$ cat src/rtl/blink_rate_decoder.sv
// blink_rate_decoder
//   Receive side of the LED blink scheme. Measures the half-period of the
//   square wave on blink_in and decodes it back to the 2-bit rate select
//   that produced it: 2'b00 = HALF_MID, 2'b01 = HALF_SLOW, 2'b10 = HALF_FAST.
//   A code is reported as locked only after two consecutive intervals agree.
//   Long silence on the input is flagged as a stall.
//
//   Optional build macro: RATE_DEBUG_EN adds the last_interval output, which
//   carries the most recent judged interval length.
//
//   Timing from a blink_in transition to rate_strobe / rate_err is
//   SYNC_STAGES + 2 clocks:
//     - SYNC_STAGES clocks in the synchronizer,
//     - one clock in the registered edge detect,
//     - one clock in the registered outputs.
module blink_rate_decoder #(
  parameter int CNT_W       = 28,
  parameter int HALF_MID    = 50_000_000,
  parameter int HALF_SLOW   = 90_000_000,
  parameter int HALF_FAST   = 25_000_000,
  parameter int TOL         = 1_000_000,
  parameter int TIMEOUT     = 120_000_000,
  parameter int SYNC_STAGES = 2
) (
  input  logic             CLOCK_50,
  input  logic             RESET,
  input  logic             blink_in,
  output logic [1:0]       rate_code,
  output logic             rate_valid,
  output logic             rate_strobe,
  output logic             rate_err,
  output logic             stalled
`ifdef RATE_DEBUG_EN
  ,output logic [CNT_W-1:0] last_interval
`endif
);

  // Interval arithmetic is one bit wider than the counter, so that
  // TIMEOUT+1 and the window bounds never wrap.
  typedef logic [CNT_W-1:0] cnt_t;
  typedef logic [CNT_W:0]   ival_t;

  localparam cnt_t  TIMEOUT_C = cnt_t'(TIMEOUT);

  localparam ival_t FAST_LO = ival_t'((HALF_FAST > TOL) ? HALF_FAST - TOL : 0);
  localparam ival_t FAST_HI = ival_t'(HALF_FAST + TOL);
  localparam ival_t MID_LO  = ival_t'((HALF_MID  > TOL) ? HALF_MID  - TOL : 0);
  localparam ival_t MID_HI  = ival_t'(HALF_MID  + TOL);
  localparam ival_t SLOW_LO = ival_t'((HALF_SLOW > TOL) ? HALF_SLOW - TOL : 0);
  localparam ival_t SLOW_HI = ival_t'(HALF_SLOW + TOL);

  localparam logic [1:0] CODE_MID  = 2'b00;
  localparam logic [1:0] CODE_SLOW = 2'b01;
  localparam logic [1:0] CODE_FAST = 2'b10;

  typedef enum logic [1:0] {
    IDLE   = 2'd0,  // waiting for an arming edge
    ARMED  = 2'd1,  // reference edge seen, next interval is judged
    CAND   = 2'd2,  // one matching interval seen, held in cand
    LOCKED = 2'd3   // two consecutive intervals agreed
  } state_t;

  // ---------------------------------------------------------------------
  // Input synchronizer and registered edge detect
  // ---------------------------------------------------------------------
  logic [SYNC_STAGES-1:0] sync_q, sync_d;
  logic                   prev_q, prev_d;
  logic                   edge_q, edge_d;

  // Shift the asynchronous input through the synchronizer chain and compare
  // the synced value against its previous value (either polarity).
  always_comb begin
    sync_d = {sync_q[SYNC_STAGES-2:0], blink_in};
    prev_d = sync_q[SYNC_STAGES-1];
    edge_d = sync_q[SYNC_STAGES-1] ^ prev_q;
  end

  // Synchronizer, previous-value and edge flops.
  // NOTE: sequential state is assigned with <= so that every flop samples
  // pre-edge values; with = the chain would collapse into a single stage.
  always_ff @(posedge CLOCK_50 or posedge RESET) begin
    if (RESET) begin
      sync_q <= '0;
      prev_q <= 1'b0;
      edge_q <= 1'b0;
    end else begin
      sync_q <= sync_d;
      prev_q <= prev_d;
      edge_q <= edge_d;
    end
  end

  // ---------------------------------------------------------------------
  // Interval counter
  // ---------------------------------------------------------------------
  cnt_t  cnt_q, cnt_d;
  ival_t interval;
  logic  timeout;

  // Count cycles since the last edge, saturating at TIMEOUT. The interval
  // is cnt+1 because the edge cycle itself closes the interval. If an edge
  // lands in the timeout cycle, the edge wins and is judged as TIMEOUT+1.
  always_comb begin
    interval = {1'b0, cnt_q} + ival_t'(1);
    timeout  = (cnt_q == TIMEOUT_C) && !edge_q;
    if (edge_q) begin
      cnt_d = '0;
    end else if (cnt_q >= TIMEOUT_C) begin
      cnt_d = TIMEOUT_C;
    end else begin
      cnt_d = cnt_q + cnt_t'(1);
    end
  end

  // Interval counter register.
  always_ff @(posedge CLOCK_50 or posedge RESET) begin
    if (RESET) begin
      cnt_q <= '0;
    end else begin
      cnt_q <= cnt_d;
    end
  end

  // ---------------------------------------------------------------------
  // Window classification
  // ---------------------------------------------------------------------
  logic       hit_fast, hit_mid, hit_slow;
  logic       match_hit;
  logic [1:0] match_code;

  // Inclusive +/-TOL windows. Where windows overlap, FAST beats MID and MID
  // beats SLOW. Code 2'b11 cannot come out of this block.
  always_comb begin
    hit_fast   = (interval >= FAST_LO) && (interval <= FAST_HI);
    hit_mid    = (interval >= MID_LO)  && (interval <= MID_HI);
    hit_slow   = (interval >= SLOW_LO) && (interval <= SLOW_HI);
    match_hit  = hit_fast || hit_mid || hit_slow;
    match_code = CODE_MID;
    if (hit_fast) begin
      match_code = CODE_FAST;
    end else if (hit_mid) begin
      match_code = CODE_MID;
    end else if (hit_slow) begin
      match_code = CODE_SLOW;
    end
  end

  // ---------------------------------------------------------------------
  // Lock FSM and registered outputs
  // ---------------------------------------------------------------------
  state_t     state_q, state_d;
  logic [1:0] cand_q, cand_d;
  logic [1:0] code_q, code_d;
  logic       valid_q, valid_d;
  logic       strobe_q, strobe_d;
  logic       err_q, err_d;
  logic       stalled_q, stalled_d;
`ifdef RATE_DEBUG_EN
  cnt_t       last_int_q, last_int_d;
`endif

  // Next-state and next-output logic. Everything only moves on an edge or
  // on a timeout. Strobe and err are single-cycle pulses.
  // NOTE: every signal gets a default at the top of the block, so that no
  // path through the case statement can infer a latch.
  always_comb begin
    state_d   = state_q;
    cand_d    = cand_q;
    code_d    = code_q;
    valid_d   = valid_q;
    strobe_d  = 1'b0;
    err_d     = 1'b0;
    stalled_d = stalled_q;
`ifdef RATE_DEBUG_EN
    last_int_d = last_int_q;
`endif

    if (edge_q) begin
      stalled_d = 1'b0;
`ifdef RATE_DEBUG_EN
      // The arming edge has no meaningful interval, so it is not recorded.
      if (state_q != IDLE) begin
        last_int_d = interval[CNT_W-1:0];
      end
`endif
      case (state_q)
        IDLE: begin
          state_d = ARMED;
        end
        ARMED: begin
          if (match_hit) begin
            state_d = CAND;
            cand_d  = match_code;
          end else begin
            err_d = 1'b1;
          end
        end
        CAND: begin
          if (!match_hit) begin
            state_d = ARMED;
            err_d   = 1'b1;
          end else if (match_code == cand_q) begin
            state_d  = LOCKED;
            code_d   = cand_q;
            valid_d  = 1'b1;
            strobe_d = 1'b1;
          end else begin
            cand_d = match_code;
          end
        end
        LOCKED: begin
          // rate_code keeps its last value when the lock is lost.
          if (!match_hit) begin
            state_d = ARMED;
            valid_d = 1'b0;
            err_d   = 1'b1;
          end else if (match_code != code_q) begin
            state_d = CAND;
            cand_d  = match_code;
            valid_d = 1'b0;
          end
        end
        default: begin
          state_d = IDLE;
        end
      endcase
    end else if (timeout) begin
      state_d   = IDLE;
      stalled_d = 1'b1;
      valid_d   = 1'b0;
    end
  end

  // FSM state and output registers.
  always_ff @(posedge CLOCK_50 or posedge RESET) begin
    if (RESET) begin
      state_q   <= IDLE;
      cand_q    <= CODE_MID;
      code_q    <= CODE_MID;
      valid_q   <= 1'b0;
      strobe_q  <= 1'b0;
      err_q     <= 1'b0;
      stalled_q <= 1'b0;
`ifdef RATE_DEBUG_EN
      last_int_q <= '0;
`endif
    end else begin
      state_q   <= state_d;
      cand_q    <= cand_d;
      code_q    <= code_d;
      valid_q   <= valid_d;
      strobe_q  <= strobe_d;
      err_q     <= err_d;
      stalled_q <= stalled_d;
`ifdef RATE_DEBUG_EN
      last_int_q <= last_int_d;
`endif
    end
  end

  assign rate_code   = code_q;
  assign rate_valid  = valid_q;
  assign rate_strobe = strobe_q;
  assign rate_err    = err_q;
  assign stalled     = stalled_q;
`ifdef RATE_DEBUG_EN
  assign last_interval = last_int_q;
`endif

endmodule

$ cat config.mk
export PLATFORM = sky130hd
export DESIGN_NAME = blink_rate_decoder
export DESIGN_NICKNAME = d
export VERILOG_FILES = /design/src/rtl/blink_rate_decoder.sv
export SDC_FILE = /design/constraint.sdc
export NUM_CORES = 1
export LEC_CHECK = 0
export ABC_AREA = 1
export BUFFER_PORTS_ARGS = -buffer_cell sky130_fd_sc_hd__buf_2
export CELL_PAD_IN_SITES_DETAIL_PLACEMENT = 0
export CELL_PAD_IN_SITES_GLOBAL_PLACEMENT = 1
export CORE_MARGIN = 10
export CORE_UTILIZATION = 24
export CTS_CLUSTER_DIAMETER = 30
export DETAILED_ROUTE_END_ITERATION = 16
export GPL_ROUTABILITY_DRIVEN = 1
export PLACE_DENSITY = 0.47
export SYNTH_ARGS = -nofsm -noshare
export SYNTH_HDL_FRONTEND = slang
export SYNTH_SLANG_ARGS = --single-unit
$ cat constraint.sdc
create_clock -name CLOCK_50 -period 4.6 [get_ports CLOCK_50]
set_input_delay 0.23 -clock CLOCK_50 [delete_from_list [all_inputs] [get_ports CLOCK_50]]
set_output_delay 0.23 -clock CLOCK_50 [all_outputs]
set_load 0.005 [all_outputs]
## Word level (Yosys, flattened, before mapping)

Index checks and enable logic that the tools add are counted.

- Flip-flop bits (word level): 42
- Input port bits: 3
- Output and inout port bits: 6
- Logic and storage cells: 88

- Add/subtract/negate cells: 2
- Magnitude comparators: 7
- Equality and inequality tests: 17
- Multiplexer cells: 35
- Bitwise logic cells: 1
- Reduce and logical (&&, ||, !) cells: 15

Operators with widths:

| cell | number |
|---|---|
| $mux 28 | 2 |
| $add 28x1->29 const B | 1 |
| $ge 29x25->1 const B | 1 |
| $ge 29x26->1 const B | 1 |
| $ge 29x27->1 const B | 1 |
| $le 29x25->1 const B | 1 |
| $le 29x26->1 const B | 1 |
| $le 29x27->1 const B | 1 |
| $add 28x1->28 const B | 1 |
| $eq 28x27->1 const B | 1 |
| $ge 28x27->1 const B | 1 |
| $mux 2 | 13 |
| $mux 1 | 17 |
| $ne 2x2->1 const B | 5 |
| $ne 3x3->1 const B | 3 |
| $ne 4x4->1 const B | 2 |
| $pmux 2 s4 | 1 |
| $reduce_and 4->1 | 2 |
| $reduce_and 7->1 | 1 |
| $pmux 2 s3 | 1 |
| $reduce_and 5->1 | 1 |
| $eq 2x2->1 const B | 2 |
| $logic_and 1x1->1 | 4 |
| $ne 3x1->1 const B | 1 |
| other kinds (11) | 12 |

## Depth between registers and ports, before layout

Gate-level depths: netlist (run 1).

- Depth after elaboration: 11
- Mapped depth: 26
- Depth with buffers taken out: 26

## Least setup slack after synthesis (run 1)

No wires, ideal clock.

- Path type: reg2reg
- Start point: register cnt_q[0]
- End point: register valid_q (netlist: rate_valid)
- Setup time: 0.116 ns
- Arrival: 2.505 ns
- Data required time: 4.484 ns
- Path slack: 1.979 ns
- Stages on the path, launching flop included: 21
- Buffers on the path: 0
- Period minus slack after synthesis: 2.621 ns
- Cell sequence: dfrtp_1 ha_1 nand2_2 nor2_8 nand3_1 xor2_1 inv_1 nor2_1 nand3_1 nor2_1 nand2_1 nand3_2 nand2_2 nand2_1 nand3_2 nand2_1 nand2_1 nand2_1 nand2_1 nand2_1 nand2_1

- Longest elaborated chain between the ends: 9
- Elaborated cells on any way between the ends: 27
- Those cells by class: 1 x add/sub; 6 x order compare; 6 x eq/ne; 6 x mux; 8 x reduce/logical

Ends and longest elaborated chain:

| item | line | text |
|---|---|---|
| start, declared | 96 | `cnt_t cnt_q, cnt_d;` |
| start signal, assigned | 120 | `cnt_q <= cnt_d;` |
| $add 28x1->29 | 104 | `interval = {1'b0, cnt_q} + ival_t'(1);` |
| $ge 29x27->1 or $le 29x27->1 (tied branches) | 136 | `hit_slow = (interval >= SLOW_LO) && (interval <= SLOW_HI);` |
| $logic_and 1x1->1 | 136 |  |
| $mux 1 | 143 | `end else if (hit_slow) begin` |
| $mux 1 | 141 | `end else if (hit_mid) begin` |
| $mux 2 | 139 | `if (hit_fast) begin` |
| $ne 2x2->1 or $eq 2x2->1 (tied branches) | 217, 202 |  |
| $ne 4x4->1 (no line) or $ne 3x3->1 (tied branches) | n/a |  |
| $reduce_and 5->1 (no line) | n/a |  |
| end signal, assigned | 251 | `valid_q <= valid_d;` |
| end, declared | 154 | `logic valid_q, valid_d;` |

Parallel ways exist; a longest one is shown, timed or not.
A chain may end at the register's enable or synchronous reset.

## Worst setup path after layout (run 1)

- Start point: register cnt_q[0]
- End point: register cand_q[1]

- Longest elaborated chain between the ends: 9
- Elaborated cells on any way between the ends: 29
- Those cells by class: 1 x add/sub; 6 x order compare; 7 x eq/ne; 9 x mux; 6 x reduce/logical

Ends and longest elaborated chain:

| item | line | text |
|---|---|---|
| $add 28x1->29 (*) | 104 |  |
| $ge 29x27->1 or $le 29x27->1 (tied branches) | 136 |  |
| $logic_and 1x1->1 | 136 |  |
| $mux 1 | 143 |  |
| $mux 1 | 141 |  |
| $mux 2 | 139 |  |
| $ne 2x2->1 or $eq 2x2->1 (tied branches) | 217, 202 |  |
| $ne 2x2->1 (no line) | n/a |  |
| $reduce_and 7->1 (no line) | n/a |  |
| end signal, assigned | 249 | `cand_q <= cand_d;` |
| end, declared | 152 | `logic [1:0] cand_q, cand_d;` |

Every way passes the cells marked *; elsewhere a longest branch is shown, timed or not. The select of a mux whose other input is x is not followed.

==> results of run 1 <==
==> flip-flops by register name (all words and copies together), names as in the netlist <==
signal and count:
prev_q 1, rate_code 2, state_q 2, edge_q 1, cnt_q 28, rate_err 1
rate_strobe 1, sync_q 2, stalled 1, cand_q 2, rate_valid 1
==> metrics by stage <==
| stage | power, mW | area, µm² |
|---|---|---|
| after detailed placement | 0.746 | 3870 |
| after floorplan | 0.656 | 3600 |
| after CTS | 1.13 | 4010 |
| final | 1.11 | 4010 |
| after global routing | 1.18 | 4010 |
| after global placement | 0.749 | 3870 |
==> layer usage <==
metal / wire (µm) / share of wire / vias to the layer above / global-route usage
met2: 5270 / 0.42 / 68 / 0.192
met1: 6410 / 0.52 / 1672 / 0.175
met4: 316 / 0.025 / 0 / 0.0467
li1: - / - / 1813 / -
met3: 431 / 0.035 / 17 / 0.0207
met5: 0 / 0 / - / 0
==> worst paths after layout <==
path	from	to	slack (ns)	depth (start not counted)
worst max-delay path	cnt_q[0]	cand_q[1]	1.25	16
worst min-delay path	blink_in	sync_q[0]	0.03	1
worst max register to register	cnt_q[0]	cand_q[1]	1.25	16
worst min register to register	sync_q[0]	sync_q[1]	0.36	0
max in group asynchronous	RESET	cnt_q[27]	3.82	2
min in group asynchronous	RESET	sync_q[1]	0.16	2
==> synth_stat cells (2+ instances only) <==
cell type  count  area share
nand2_1      178        0.19
nand2_4        7       0.022
o22ai_1        2      0.0035
ha_1           3       0.010
a21oi_1       13       0.018
nand3_1       51       0.071
nor3_1        10       0.014
nand4_1       10       0.017
nor2_4         9       0.028
nor4_1         2      0.0035
and2_1         2      0.0035
inv_1         55       0.057
nor2_1        88       0.092
nor2_2        13       0.023
nand3b_1       4      0.0083
nand3_2        8       0.022
inv_2          9      0.0094
dfrtp_1       42        0.29
nand2_2       19       0.033
clkbuf_1       2      0.0021
o21ai_0        5      0.0069
nor2_8         3       0.017
o21ai_1       10       0.014
xor2_1         8       0.019
==> cell type report <==
| type | instances | area, µm² |
|---|---|---|
| fill | 1687 | 10600 |
| multi-input combinational | 455 | 2300 |
| sequential | 42 | 1050 |
| inverter | 64 | 240 |
| tap | 184 | 230 |
| clock buffer | 5 | 125 |
| timing repair buffer | 9 | 47.5 |
| clock inverter | 3 | 21.3 |
==> power groups by stage <==
| stage | combinational (mW) | sequential, mW | clock [mW] |
|---|---|---|---|
| 2_1_floorplan | 0.207 | 0.449 | 0 |
| 3_3_place_gp | 0.287 | 0.462 | 0 |
| 3_5_place_dp | 0.286 | 0.461 | 0 |
| 4_1_cts | 0.287 | 0.454 | 0.388 |
| 5_1_grt | 0.322 | 0.461 | 0.402 |
| 6_report | 0.281 | 0.454 | 0.379 |
==> kinds of logic after synthesis <==
group,count (synthesis),share of synthesized area
adder cells (fa/ha/maj),3,0.0104
AND/OR/NAND/NOR,408,0.553
AO/OA/AOI/OAI,34,0.0507
XOR/XNOR,9,0.0219
flip-flops,42,0.292
other,1,0.00104
buffers and inverters,68,0.0712
==> critical path, stage by stage (launching register included) <==
cell and delay, ns:
dfrtp_1 0.55, ha_1 0.29, nand2_2 0.11, nor2_8 0.15, nand3_1 0.11, xor2_1 0.58, nand4_1 0.15, o21ai_0 0.36
nand3_1 0.12, nand3_1 0.11, nand2_1 0.12, nand3_2 0.11, nand2_4 0.07, nor2_1 0.10, nand3_1 0.14, nand2_1 0.09
o21ai_1 0.06
==> results_dict.tcl, run 1 <==
set metrics [dict create \
    status "complete, no violations" \
    slew_headroom 0.332 \
    cts_hold_buffers 0 \
    combPwrFrac 0.252 \
    maxCapViolCount 0 \
    hold_viol_final 0 \
    drtIter0Drc 254 \
    clockBufferDepth 2 \
    setup_viol 0 \
    synth-main-ff-cell "dfrtp_1" \
    power.switching_uw 414 \
    cts_resized 0 \
    drive_above_1_share 0.154 \
    num_rows 44 \
    worstHoldPathType "in2reg" \
    post_cts_buffers 0 \
    core_um2 14600 \
    first_pass_iters 6 \
    p_leak_nw 1.90 \
    wire_per_inst_um 16.3 \
    fin_cells 762 \
    dieArea_um2 20300 \
    yosysSeqAreaShare 0.292 \
    finalCritPeriodShare 0.729 \
    antenna_found_initial 0 \
    cts_tree "built" \
    power.density_nw_per_um2 278 \
    root_buffer "clkbuf_16" \
    io_buffers 8 \
    place_hpwl_um 10100 \
    whs_ns 0.0268 \
    avgViaCountPerCell 4.69 \
    cp.arrival_ns 3.54 \
    finalSetupTns_ns 0 \
    ys_ff_latch 42 \
    final_common_cell "nand2_1" \
    cts-buffers-inserted 5 \
    grt_start_max_net_pins 43 \
    switching_share 0.372 \
    cp_max_fo 9 \
    vias 3570 \
    num_io_pins 9 \
    pwr-share-seq 0.408 \
    grt_usage 0.126 \
    dp.cells 754 \
    drcViolationCount 0 \
    cts.sinks 42 \
    grt_pass1_wl_um 19600 \
    syn_area_per_cell_um2 6.38 \
    ys_types 36 \
    yosysWarnings 0 \
    synth_nets 571 \
    grt_pass1_vias 3498 \
    ir_worst_vdd_v 0.000173 \
    final.setup_skew_ns 0.00671 \
    final_nets 583 \
    clockPowerShare 0.340 \
    grt-ovfl-total 0 \
    num_antenna_cells 0 \
    postRouteAntennaNets 0 \
    drt-total-wl_um 12400 \
    fin_ws_ns 1.25 \
    slew_viol_final 0 \
    clk_latency_ns 0.30 \
    fin_util 0.274 \
    die_x_um 143 \
    required_ns 4.79 \
    cp-end-kind "register" \
    cts_max_level 2 \
    p_int_uw 700 \
    max_freq_ghz 0.298 \
    clk_pin_slew_worst_paths_ns 0.07 \
    die_h_um 143 \
    start_util 0.246 \
    worst-setup-path-type "reg2reg" \
    layout_common_cells "nand2_1, nor2_1, inv_1" \
    rsz0062_at_grt "no" \
    crit_path_start_kind "register" \
    gp_congestion 0.835 \
    place_ws_ns 1.28 \
    synth_edf_count 0 \
    syn_inst 565 \
    ys_async_sr_fraction 1.00 \
    syn_area_um2 3600 \
    syn_to_final_growth_pct 11.3 \
    worst_slew_pin_slew_ns 1.00 \
    period_needed_ns 3.35 \
]
Power figures use the tool's default switching activity.
==> run 2, diff against run 1 <==
==> constraint.sdc (replaced) <==
create_clock -name CLOCK_50 -period 3.3 [get_ports CLOCK_50]
set_input_delay 0.165 -clock CLOCK_50 [delete_from_list [all_inputs] [get_ports CLOCK_50]]
set_output_delay 0.165 -clock CLOCK_50 [all_outputs]
set_load 0.005 [all_outputs]
==> results_dict.tcl, run 2 (synthesized netlist as in run 1, its figures left out) <==
set metrics [dict create \
    worstHoldPathType "in2async" \
    cts_tree "built" \
    clockBufferDepth 2 \
    cts.sinks 42 \
    cts-buffers-inserted 5 \
    post_cts_buffers 0 \
    clk_pin_slew_worst_paths_ns 0.07 \
    place_ws_ns 0.259 \
    cp-end-kind "register" \
    power.density_nw_per_um2 396 \
    grt_start_max_net_pins 43 \
    first_pass_iters 5 \
    setup_viol 0 \
    required_ns 3.48 \
    drive_above_1_share 0.171 \
    hold_viol_final 0 \
    vias 3570 \
    gp_congestion 0.828 \
    slew_viol_final 0 \
    cts_max_level 2 \
    regMostFlops "cnt_q" \
    crit_path_start_kind "register" \
    cp_max_fo 6 \
    worst_slew_pin_slew_ns 0.996 \
    clk_latency_ns 0.30 \
    slew_headroom 0.335 \
    final_nets 590 \
    maxCapViolCount 0 \
    io_buffers 8 \
    place_hpwl_um 10100 \
    grt_pass1_vias 3519 \
    die_h_um 143 \
    antenna_found_initial 0 \
    grt-ovfl-total 0 \
    num_antenna_cells 0 \
    postRouteAntennaNets 0 \
    grt_usage 0.127 \
    core_um2 14600 \
    max_stage_delay_ns 0.47 \
    power_mw 1.63 \
    fin_util 0.280 \
    p_leak_nw 1.93 \
    worst-setup-path-type "reg2reg" \
    cp.arrival_ns 3.21 \
    final_common_cell "nand2_1" \
    dieArea_um2 20300 \
    crit_chain "nand2_1, nor2_2, nand2_1, nor2_1, nand2_1, nand2_1, nand3_2, nor2_1, nand2_1, nor3b_1, nand2_1, nand2_1, nand2_1, nand3_2, nand2_4, nor2_1, nand3_1, nand2_1, o21ai_1" \
    die_x_um 143 \
    period_needed_ns 3.03 \
    layout_common_cells "nand2_1, nor2_1, inv_1" \
    start_util 0.246 \
    num_io_pins 9 \
    wire_per_inst_um 16.2 \
    drtIter0Drc 248 \
    largest_reg_flops 28 \
    num_rows 44 \
    avgViaCountPerCell 4.64 \
    root_buffer "clkbuf_16" \
    syn_to_final_growth_pct 13.8 \
    crit_slowest_cell "dfrtp_1" \
    grt_pass1_wl_um 19900 \
    finalCritPeriodShare 0.918 \
    fin_ws_ns 0.271 \
    drcViolationCount 0 \
    status "complete, no violations" \
    drt-total-wl_um 12500 \
    max_freq_ghz 0.330 \
    ir_worst_vdd_v 0.000229 \
    final.setup_skew_ns 0.00604 \
    crit_path_frequent_cell "nand2_1" \
]
[run 2: changes by cell type in the layout (fill, tap and decap cells not counted), sizes merged]
cell,delta
clkinvlp,-1
buf,+6
dlygate4sd3,+1
bufinv,+1
clkbuf,+2
clkinv,-2
[run 2: routing by layer]
metal,vias to the layer above,global-route usage,wire (µm)
li1,1832,-,-
met1,1655,0.180,6290
met3,20,0.0207,518
met2,63,0.188,5310
met4,0,0.0510,348
met5,-,0,0
[run 2: area by class of cell]
type                       count  area (µm²)
clock buffer                   7         133
clock inverter                 1        30.0
fill                        1644       10500
inverter                      64         240
multi-input combinational    455        2310
sequential                    42        1050
tap                          184         230
timing repair buffer          16         103
[run 2: worst max-delay path: cells and delay by family (launching register included)]
kind	cells	cell delay, ns
and+or+nand+nor	18	2.36
AOI/OAI and AO/OA	1	0.06
DFF	1	0.47
[run 2: path summary, 6_finish.rpt]
check | depth (start not counted) | slack (ns) | from | endpoint
max | 19 | 0.27 | cnt_q[15] | cand_q[0]
min | 2 | 0.1 | RESET | stalled
max reg2reg | 19 | 0.27 | cnt_q[15] | cand_q[0]
min reg2reg | 0 | 0.35 | sync_q[0] | sync_q[1]
max in group asynchronous | 2 | 2.52 | RESET | cnt_q[2]
min in group CLOCK_50 | 0 | 0.35 | sync_q[0] | sync_q[1]
[run 2: per-stage QoR]
step,std cells,hold slack [ns],cell area (µm²),TNS [ns]
2_1_floorplan,565,0.196,3600,0
3_3_place_gp,760,0.275,3910,0
3_5_place_dp,760,0.275,3910,0
4_1_cts,769,0.137,4080,0
5_1_grt,769,0.194,4100,-0.00680
6_report,769,0.0992,4100,0
[run 2: repair_timing]
item	4_1_cts	5_1_grt
setup endpoints to repair	0	4
hold buffers	1	0
resized for setup	0	7
endpoints found under the hold margin	1	0
[run 2: where the power goes]
part / switching (mW) / leakage [nW] / total, mW / internal (mW)
clock: 0.231 / 0.0781 / 0.590 / 0.359
combinational: 0.270 / 1.30 / 0.401 / 0.131
sequential: 0.0650 / 0.550 / 0.636 / 0.571
==> run 3, diff against run 2 <==
--- a/config.mk
+++ b/config.mk
@@ -9,6 +9,7 @@
 export BUFFER_PORTS_ARGS = -buffer_cell sky130_fd_sc_hd__buf_2
 export CELL_PAD_IN_SITES_DETAIL_PLACEMENT = 0
 export CELL_PAD_IN_SITES_GLOBAL_PLACEMENT = 1
+export CORE_ASPECT_RATIO = 1.25
 export CORE_MARGIN = 10
 export CORE_UTILIZATION = 24
 export CTS_CLUSTER_DIAMETER = 30
==> results_dict.tcl, run 3 (synthesized netlist as in run 1, its figures left out) <==
set metrics [dict create \
    syn_to_final_growth_pct 13.9 \
    grt_pass1_wl_um 19800 \
    cts-buffers-inserted 5 \
    hold_viol_final 0 \
    start_util 0.242 \
    num_rows 50 \
    core_um2 14900 \
    dieArea_um2 20400 \
    cp.arrival_ns 3.15 \
    cp_max_fo 8 \
    num_antenna_cells 0 \
    final_nets 590 \
    maxCapViolCount 0 \
    crit_path_frequent_cell "nand2_1" \
    num_io_pins 9 \
    die_h_um 157 \
    worst_slew_pin_slew_ns 0.960 \
    drcViolationCount 0 \
    power_mw 1.53 \
    first_pass_iters 4 \
    cp-end-kind "register" \
    crit_slowest_cell "dfrtp_1" \
    layout_common_cells "nand2_1, nor2_1, inv_1" \
    final_common_cell "nand2_1" \
    place_hpwl_um 10300 \
    period_needed_ns 2.97 \
    slew_viol_final 0 \
    clk_pin_slew_worst_paths_ns 0.07 \
    post_dp_cell_area_um2 3900 \
    gp_congestion 0.807 \
    grt-ovfl-total 0 \
    grt_usage 0.128 \
    drt-total-wl_um 12500 \
    fin_area_um2 4110 \
    combPwrFrac 0.259 \
    power.density_nw_per_um2 374 \
    clockBufferDepth 2 \
    worstHoldPathType "in2async" \
    fin_util 0.276 \
    grt_pass1_vias 3598 \
    clk_latency_ns 0.29 \
    slew_headroom 0.359 \
    largest_reg_flops 28 \
    drive_above_1_share 0.175 \
    cts.sinks 42 \
    crit_path_start_kind "register" \
    clockPowerShare 0.326 \
    p_leak_nw 1.92 \
    ir_worst_vdd_v 0.000249 \
    setup_viol 0 \
    worst-setup-path-type "reg2reg" \
    required_ns 3.49 \
    num-fill-cells 1714 \
    pwr-share-seq 0.415 \
    io_buffers 8 \
    postRouteAntennaNets 0 \
    p_int_uw 979 \
    crit_chain "ha_2, nand2_2, nor2_8, nand2_4, nor2_8, nand3_2, nand2_4, nand2_1, nor2_1, nand3_1, nor2_1, nand2_1, nand3_2, nand2_2, nand2_1, nand3_2, nand2_1, nand2_1, nand2_1, nand2_1, nand2_1, nand2_1" \
    wire_per_inst_um 16.3 \
    final.setup_skew_ns 0.00859 \
    cts_tree "built" \
    drtIter0Drc 151 \
    power.switching_uw 556 \
    max_stage_delay_ns 0.43 \
    root_buffer "clkbuf_16" \
    max_freq_ghz 0.337 \
    regMostFlops "cnt_q" \
    grt_start_max_net_pins 43 \
    switching_share 0.362 \
    finalCritPeriodShare 0.899 \
    avgViaCountPerCell 4.63 \
    antenna_found_initial 0 \
    cts_max_level 2 \
    die_x_um 130 \
    vias 3549 \
    status "complete, no violations" \
]
==> run 3: layout make-up <==
class,instances,area [µm²],share of cell area
flip-flops and latches,42,1050,0.256
inverters,64,240,0.0585
clock inverters,1,7.51,0.00183
clock buffers,6,129,0.0314
well taps,182,228,0.0555
multi-input cells,455,2350,0.572
repair buffers,16,103,0.0250
==> run 3: metal layers <==
| metal | up-vias | track usage | routed length [µm] |
|---|---|---|---|
| li1 | 1823 | - | - |
| met2 | 42 | 0.238 | 6630 |
| met4 | 0 | 0.0322 | 178 |
| met5 | - | 0 | 0 |
| met3 | 10 | 0.0162 | 242 |
| met1 | 1674 | 0.149 | 5460 |
==> run 3: power groups by stage <==
stage | Sequential, mW | Combinational (mW) | Clock, mW
5_1_grt | 0.648 | 0.456 | 0.531
3_5_place_dp | 0.647 | 0.402 | 0
3_3_place_gp | 0.648 | 0.403 | 0
6_report | 0.637 | 0.398 | 0.500
4_1_cts | 0.637 | 0.405 | 0.520
2_1_floorplan | 0.626 | 0.289 | 0
==> run 3: what timing repair did <==
action / 4_1_cts / 5_1_grt
gates resized for setup: 0 / 12
setup buffers: 0 / 1
hold buffers: 1 / 0
endpoints found under the hold margin: 1 / 0
endpoints found under the setup margin: 0 / 7
==> run 3: worst max-delay path: cells and delay by family (launching register included) <==
family,cells,cell delay [ns]
fa+ha+maj,1,0.25
flops,1,0.43
simple gates,21,2.16
==> run 3: worst paths after layout <==
| check | start | slack, ns | cells after the start | to |
|---|---|---|---|---|
| max | cnt_q[1] | 0.33 | 22 | rate_valid |
| min | RESET | 0.09 | 2 | cnt_q[13] |
| max reg2reg | cnt_q[1] | 0.33 | 22 | rate_valid |
| min reg2reg | sync_q[0] | 0.35 | 0 | sync_q[1] |
| max in group asynchronous | RESET | 2.61 | 2 | cnt_q[23] |
| min in group CLOCK_50 | sync_q[0] | 0.35 | 0 | sync_q[1] |
==> run 3: through the flow <==
stage          std cells  setup WS [ns]  setup TNS, ns  hold slack, ns
2_1_floorplan        565          0.679              0           0.196
3_3_place_gp         757          0.208              0           0.275
3_5_place_dp         757          0.173              0           0.275
4_1_cts              765          0.141              0           0.141
5_1_grt              766       -0.00800        -0.0120           0.184
6_report             766          0.332              0          0.0881
